`src/rtl/ir_fetch_sequencer.sv`:
```
// Instruction fetch/decode sequencer: walks the PC through memory, loads the IR, and hands decoded words to execute.
// Optional macro FETCH_TIMEOUT_EN adds a FETCH wait timeout that sets a sticky fault and halts.
module ir_fetch_sequencer #(
  parameter logic [15:0] RESET_PC    = 16'h0000,
  parameter logic [3:0]  HALT_OPCODE = 4'hF
`ifdef FETCH_TIMEOUT_EN
  , parameter int        TIMEOUT_CYC = 16
`endif
) (
  input  logic        i_clk,
  input  logic        i_rst_n,
  input  logic        i_run,
  input  logic        i_resume,
  output logic        o_mem_req,
  output logic [15:0] o_mem_addr,
  input  logic [15:0] i_mem_rdata,
  input  logic        i_mem_ack,
  output logic        o_ir_load,
  output logic [15:0] o_ir_d,
  input  logic [15:0] i_ir_q,
  output logic        o_exec_valid,
  output logic [3:0]  o_exec_opcode,
  output logic [11:0] o_exec_operand,
  input  logic        i_exec_ack,
  input  logic        i_branch_taken,
  input  logic [15:0] i_branch_target,
  output logic        o_halted,
  output logic        o_fault,
  output logic [15:0] o_instr_count
);

  // state  | meaning
  // IDLE   | waiting for run
  // FETCH  | mem_req held at pc until mem_ack
  // LOAD   | one-cycle IR capture strobe
  // DECODE | ir_q sampled: halt or hand to execute
  // EXEC   | exec_valid held until exec_ack
  // HALT   | parked until resume
  typedef enum logic [2:0] {
    S_IDLE, S_FETCH, S_LOAD, S_DECODE, S_EXEC, S_HALT
  } state_t;

  state_t      r_state, w_state_nxt;
  logic [15:0] r_pc, r_ir_d, r_count;
  logic        r_mem_req, r_ir_load, r_exec_valid, r_halted, r_fault;
  logic [3:0]  r_opcode;
  logic [11:0] r_operand;
  logic        w_is_halt;
  logic        w_timeout;

  assign w_is_halt = (i_ir_q[15:12] == HALT_OPCODE);

`ifdef FETCH_TIMEOUT_EN
  localparam int TW = $clog2(TIMEOUT_CYC + 1);
  logic [TW-1:0] r_wait;

  // Reloaded whenever outside FETCH, so every FETCH entry starts a fresh window.
  always_ff @(posedge i_clk or negedge i_rst_n) begin
    if (!i_rst_n)
      r_wait <= '0;
    else if (r_state != S_FETCH)
      r_wait <= TW'(TIMEOUT_CYC - 1);
    else if (r_wait != '0)
      r_wait <= r_wait - TW'(1);
  end

  assign w_timeout = (r_state == S_FETCH) && !i_mem_ack && (r_wait == '0);
`else
  assign w_timeout = 1'b0;
`endif

  always_ff @(posedge i_clk or negedge i_rst_n) begin
    if (!i_rst_n) r_state <= S_IDLE;
    else          r_state <= w_state_nxt;
  end

  always_comb begin
    w_state_nxt = r_state;
    case (r_state)
      S_IDLE:   if (i_run) w_state_nxt = S_FETCH;
      S_FETCH: begin
        if (i_mem_ack)      w_state_nxt = S_LOAD;
        else if (w_timeout) w_state_nxt = S_HALT;
      end
      S_LOAD:   w_state_nxt = S_DECODE;
      S_DECODE: w_state_nxt = w_is_halt ? S_HALT : S_EXEC;
      S_EXEC:   if (i_exec_ack) w_state_nxt = i_run ? S_FETCH : S_IDLE;
      S_HALT:   if (i_resume)   w_state_nxt = i_run ? S_FETCH : S_IDLE;
      default:  w_state_nxt = S_IDLE;
    endcase
  end

  // Strobes are registered from the next state so they line up with the state register.
  always_ff @(posedge i_clk or negedge i_rst_n) begin
    if (!i_rst_n) begin
      r_pc         <= RESET_PC;
      r_ir_d       <= 16'h0000;
      r_count      <= 16'h0000;
      r_mem_req    <= 1'b0;
      r_ir_load    <= 1'b0;
      r_exec_valid <= 1'b0;
      r_halted     <= 1'b0;
      r_fault      <= 1'b0;
      r_opcode     <= 4'h0;
      r_operand    <= 12'h000;
    end else begin
      r_mem_req    <= (w_state_nxt == S_FETCH);
      r_ir_load    <= (w_state_nxt == S_LOAD);
      r_exec_valid <= (w_state_nxt == S_EXEC);
      r_halted     <= (w_state_nxt == S_HALT);
      if (w_timeout)
        r_fault <= 1'b1;
      if (r_state == S_FETCH && i_mem_ack)
        r_ir_d <= i_mem_rdata;
      if (r_state == S_DECODE) begin
        if (w_is_halt) begin
          r_pc    <= r_pc + 16'd1;
          r_count <= r_count + 16'd1;
        end else begin
          r_opcode  <= i_ir_q[15:12];
          r_operand <= i_ir_q[11:0];
        end
      end
      if (r_state == S_EXEC && i_exec_ack) begin
        r_pc    <= i_branch_taken ? i_branch_target : r_pc + 16'd1;
        r_count <= r_count + 16'd1;
      end
    end
  end

  assign o_mem_req      = r_mem_req;
  assign o_mem_addr     = r_pc;
  assign o_ir_load      = r_ir_load;
  assign o_ir_d         = r_ir_d;
  assign o_exec_valid   = r_exec_valid;
  assign o_exec_opcode  = r_opcode;
  assign o_exec_operand = r_operand;
  assign o_halted       = r_halted;
  assign o_fault        = r_fault;
  assign o_instr_count  = r_count;

endmodule

```
`config.mk`:
```
export PLATFORM = sky130hd
export DESIGN_NAME = ir_fetch_sequencer
export DESIGN_NICKNAME = d
export VERILOG_FILES = /design/src/rtl/ir_fetch_sequencer.sv
export SDC_FILE = /design/constraint.sdc
export NUM_CORES = 1
export LEC_CHECK = 0
export BUFFER_PORTS_ARGS = -buffer_cell sky130_fd_sc_hd__clkbuf_2
export CELL_PAD_IN_SITES_DETAIL_PLACEMENT = 0
export CELL_PAD_IN_SITES_GLOBAL_PLACEMENT = 1
export CORE_ASPECT_RATIO = 1.25
export CORE_MARGIN = 5
export CORE_UTILIZATION = 38
export CTS_BUF_LIST = sky130_fd_sc_hd__clkbuf_8
export DETAILED_ROUTE_END_ITERATION = 8
export PLACE_DENSITY_LB_ADDON = 0.1
export SYNTH_ARGS = -nofsm -noshare
export SYNTH_HDL_FRONTEND = slang
export SYNTH_SLANG_ARGS = --single-unit
```
`constraint.sdc`:
```
create_clock -name i_clk -period 2.2 [get_ports i_clk]
set_input_delay 0.22 -clock i_clk [delete_from_list [all_inputs] [get_ports i_clk]]
set_output_delay 0.22 -clock i_clk [all_outputs]
set_load 0.05 [all_outputs]
```
==> flow_summary.json <==
{
  "end_kind": "register",
  "powerDensity_nw_per_um2": 1550,
  "cp_top_family": "simple AND/OR/NAND/NOR gates",
  "synthAdderAreaFrac_pct": 0.788,
  "synth_mux_area_share_pct": 6.03,
  "regToRegStartpoint": "r_state[1]",
  "cts.path.max_buffers": 2,
  "crit_start": "r_state[1]",
  "setup_violations": 0,
  "place_area_um2": 3910,
  "period_minus_slack_ns": 1.79,
  "start_util_pct": 38.8,
  "crit_path_start_kind": "register",
  "post-route-period-util_pct": 81.5,
  "gr-total-overflow": 0,
  "routed-via-count": 2570,
  "yosysTopAreaCell": "dfrtp_1",
  "critPathKind": "register to register",
  "drive_gt1_share_pct": 39.4,
  "total_power_uw": 6400,
  "crit_fanout": 9,
  "first_global_vias": 2821,
  "synth-seq-area-share_pct": 55.9,
  "fmax_ghz": 0.557,
  "cap_violations": 0,
  "synth_top_family_by_area": "simple AND/OR/NAND/NOR gates",
  "yosysWarnings": 0,
  "crit_path_max_incr_delay_ns": 0.51,
  "cts_max_level": 3,
  "slew_violations": 0,
  "cp.arrival_ns": 2.05,
  "core_um2": 8190,
  "drc": 0,
  "io-pin-count": 124,
  "fin_tns_setup_ns": 0,
  "synth_nets": 358,
  "finalClockSkew_ns": 0.00725,
  "critPathBufInv": 0,
  "grt_antenna_before_repair": 0,
  "drt_iter0_markers": 62,
  "synth.top_cells.by_area": "dfrtp_1 56%, nand2_1 8.3%, mux2_2 6.0%",
  "timing.final.ws_setup_ns": 0.406,
  "status": "completed",
  "hp-class": "input port to register",
  "cts_tree": "done",
  "hold_violations": 0,
  "io_buffer_count": 122,
  "avgViaCountPerCell": 4.82,
  "synthesis.area_um2": 3180,
  "clk_pin_slew_ns": 0.08,
  "fillers": 790,
  "place_ws_ns": 0.420,
  "yosys.area.top_type_share_pct": 55.9,
  "clockRootBuffer": "clkbuf_8",
  "cts_resized": 0,
  "worst_pin_slew_ns": 0.613,
  "synthSimpleGateAreaFrac_pct": 19.6,
  "grt_pass1_wl_um": 13000,
  "synthCells": 301,
  "drtPass1Iterations": 4,
  "antenna_cells": 0,
  "synth_seq_cells": 71,
  "seqCellArea_um2": 1780,
  "relSlewSlack_pct": 59.1,
  "grt_max_degree": 47,
  "area_delta_synth_final_pct": 29.8,
  "cts.sinks": 71,
  "wl_um": 7590,
  "leakagePower_uw": 0.00210,
  "syn-mean-instance-area_um2": 10.5,
  "ir_drop_v": 0.000890,
  "synth-compound-area-share_pct": 8.08,
  "synth-xor-area-share_pct": 6.34,
  "place.gp.congestion": 0.738,
  "antenna_left": 0,
  "clock_latency_ns": 0.34,
  "die_h_um": 112,
  "fin_area_um2": 4120,
  "track_usage_pct": 15.7,
  "crit_required_ns": 2.46,
  "crit_path_top_delay_cell": "dfrtp_1",
  "dieWidth_um": 91.8,
  "die_area_um2": 10300,
  "place_hpwl_um": 5740,
  "drt-wirelength-per-cell_um": 14.2,
  "fin_nets": 488,
  "grt_setup_unrepaired": "false",
  "crit_chain": "and2b_2 > and3_1 > or4_1 > o211ai_1",
  "multiInputGateArea_um2": 1300,
  "reg2reg_slack_ns": 0.41,
  "cts_buffers": 9,
  "rows": 37,
  "hold_start": "i_ir_q[3]",
  "ys_types": 44
}
[cell type report]
type | instances | area share [%]
timing repair buffer | 132 | 17.1
sequential | 71 | 43.1
clock buffer | 10 | 3.34
clock inverter | 6 | 1.46
inverter | 6 | 0.546
multi-input combinational | 211 | 31.5
tap | 97 | 2.94
[where the power goes]
group          total, µW  internal, µW  switching, µW
Sequential          2190          1800            394
Combinational       3170           832           2340
Clock               1040           551            493
[flip-flops by register name, summed over array words and instances (netlist names)]
register	flops
o_instr_count	16
o_ir_d	16
o_mem_addr	16
o_exec_operand	12
o_exec_opcode	4
r_state	3
o_exec_valid	1
o_halted	1
o_ir_load	1
o_mem_req	1
[placed cells by master (no fill, tap or decap), types with 2 or more instances in the layout]
cell,Yosys,routed
dfrtp_1,71,71
a22oi_1,2,2
o22ai_1,2,2
inv_1,6,7
a2bb2oi_1,2,2
o21ai_0,5,5
xnor2_1,12,12
clkinv_2,0,2
o21ai_1,6,6
a31oi_1,2,2
o22a_1,3,3
nor2_1,15,15
mux2_2,17,17
nand4_1,11,11
a21oi_1,10,10
ha_1,2,2
clkbuf_8,0,10
nand3_1,10,10
and3_1,5,5
clkbuf_2,0,121
xor2_1,11,11
nand2b_1,2,2
nor3_2,2,2
nand2_1,70,70
nor3_1,2,2
nor2b_1,3,3
buf_4,3,9
[worst register-to-register path: stages (launching register included)]
cell and delay [ns]:
dfrtp_1 0.51, and2b_2 0.31, and3_1 0.28, or4_1 0.51, o211ai_1 0.11
[final timing paths]
path / end / cells past startpoint
min: o_exec_operand[3] / 3
max in group asynchronous: o_instr_count[1] / 3
min in group asynchronous: o_mem_addr[6] / 2
max reg2reg: o_mem_addr[15] / 4
min reg2reg: o_exec_operand[10] / 2
max: o_mem_addr[15] / 4
[metrics by stage]
stage	hold slack (ns)	util (%)	instances
finish	0.0582	50.3	533
global route	0.0555	50.3	533
CTS	0.0374	50.3	533
detailed placement	0.280	47.8	516
global placement	0.277	47.8	516
floorplan	-0.0756	-	301
[layer usage]
metal | vias up | share of wire [%] | global-route usage (%)
met1 | 1202 | 41 | 17.5
met2 | 68 | 50 | 28.3
met3 | 15 | 6.3 | 3.49
li1 | 1285 | - | -
met5 | - | 0 | 0
met4 | 0 | 2.2 | 7.53
[Yosys cell counts]
cell type and n:
conb_1 1, a22oi_1 2, nand3_1 10, xor2_1 11, o22ai_1 2, nor2b_1 3, xnor2_1 12, buf_6 1
dfrtp_1 71, nor2b_2 1, mux2_2 17, clkbuf_1 2, o21ai_0 5, a21oi_1 10, o31ai_1 1, nand3b_4 1
and2b_2 1, inv_1 6, buf_4 3, and3_1 5, o211ai_1 1, nand4_2 1, a2bb2oi_1 2, nor3_1 2
nor2_2 1, o21ai_1 6, and2_1 1, nor3_2 2, nor3b_1 1, or3_1 1, a32oi_1 1, ha_1 2
o2bb2a_4 1, or4_1 1, o22a_1 3, o32ai_1 1, nand3b_1 1, o2bb2ai_2 1, nor2_1 15, buf_2 7
nand4_1 11, nand2_1 70, a31oi_1 2, nand2b_1 2
[what timing repair did]
action                                  in CTS  in global routing
endpoints found under the hold margin       45                  0
endpoints found under the setup margin       0                  0
hold buffers                                 1                  0
setup buffers                                0                  0
[cell families (layout without fill, tap and decap cells)]
kind of cell	count (synthesis)	after routing
AND/OR/NAND/NOR	130	130
flip-flops	71	71
AO/OA/AOI/OAI	38	38
XOR/XNOR	23	23
buffers and inverters	19	154
multiplexers	17	17
adder cells (fa/ha/maj)	2	2
other	1	1
Note: power is estimated with default switching activity, not from simulation.
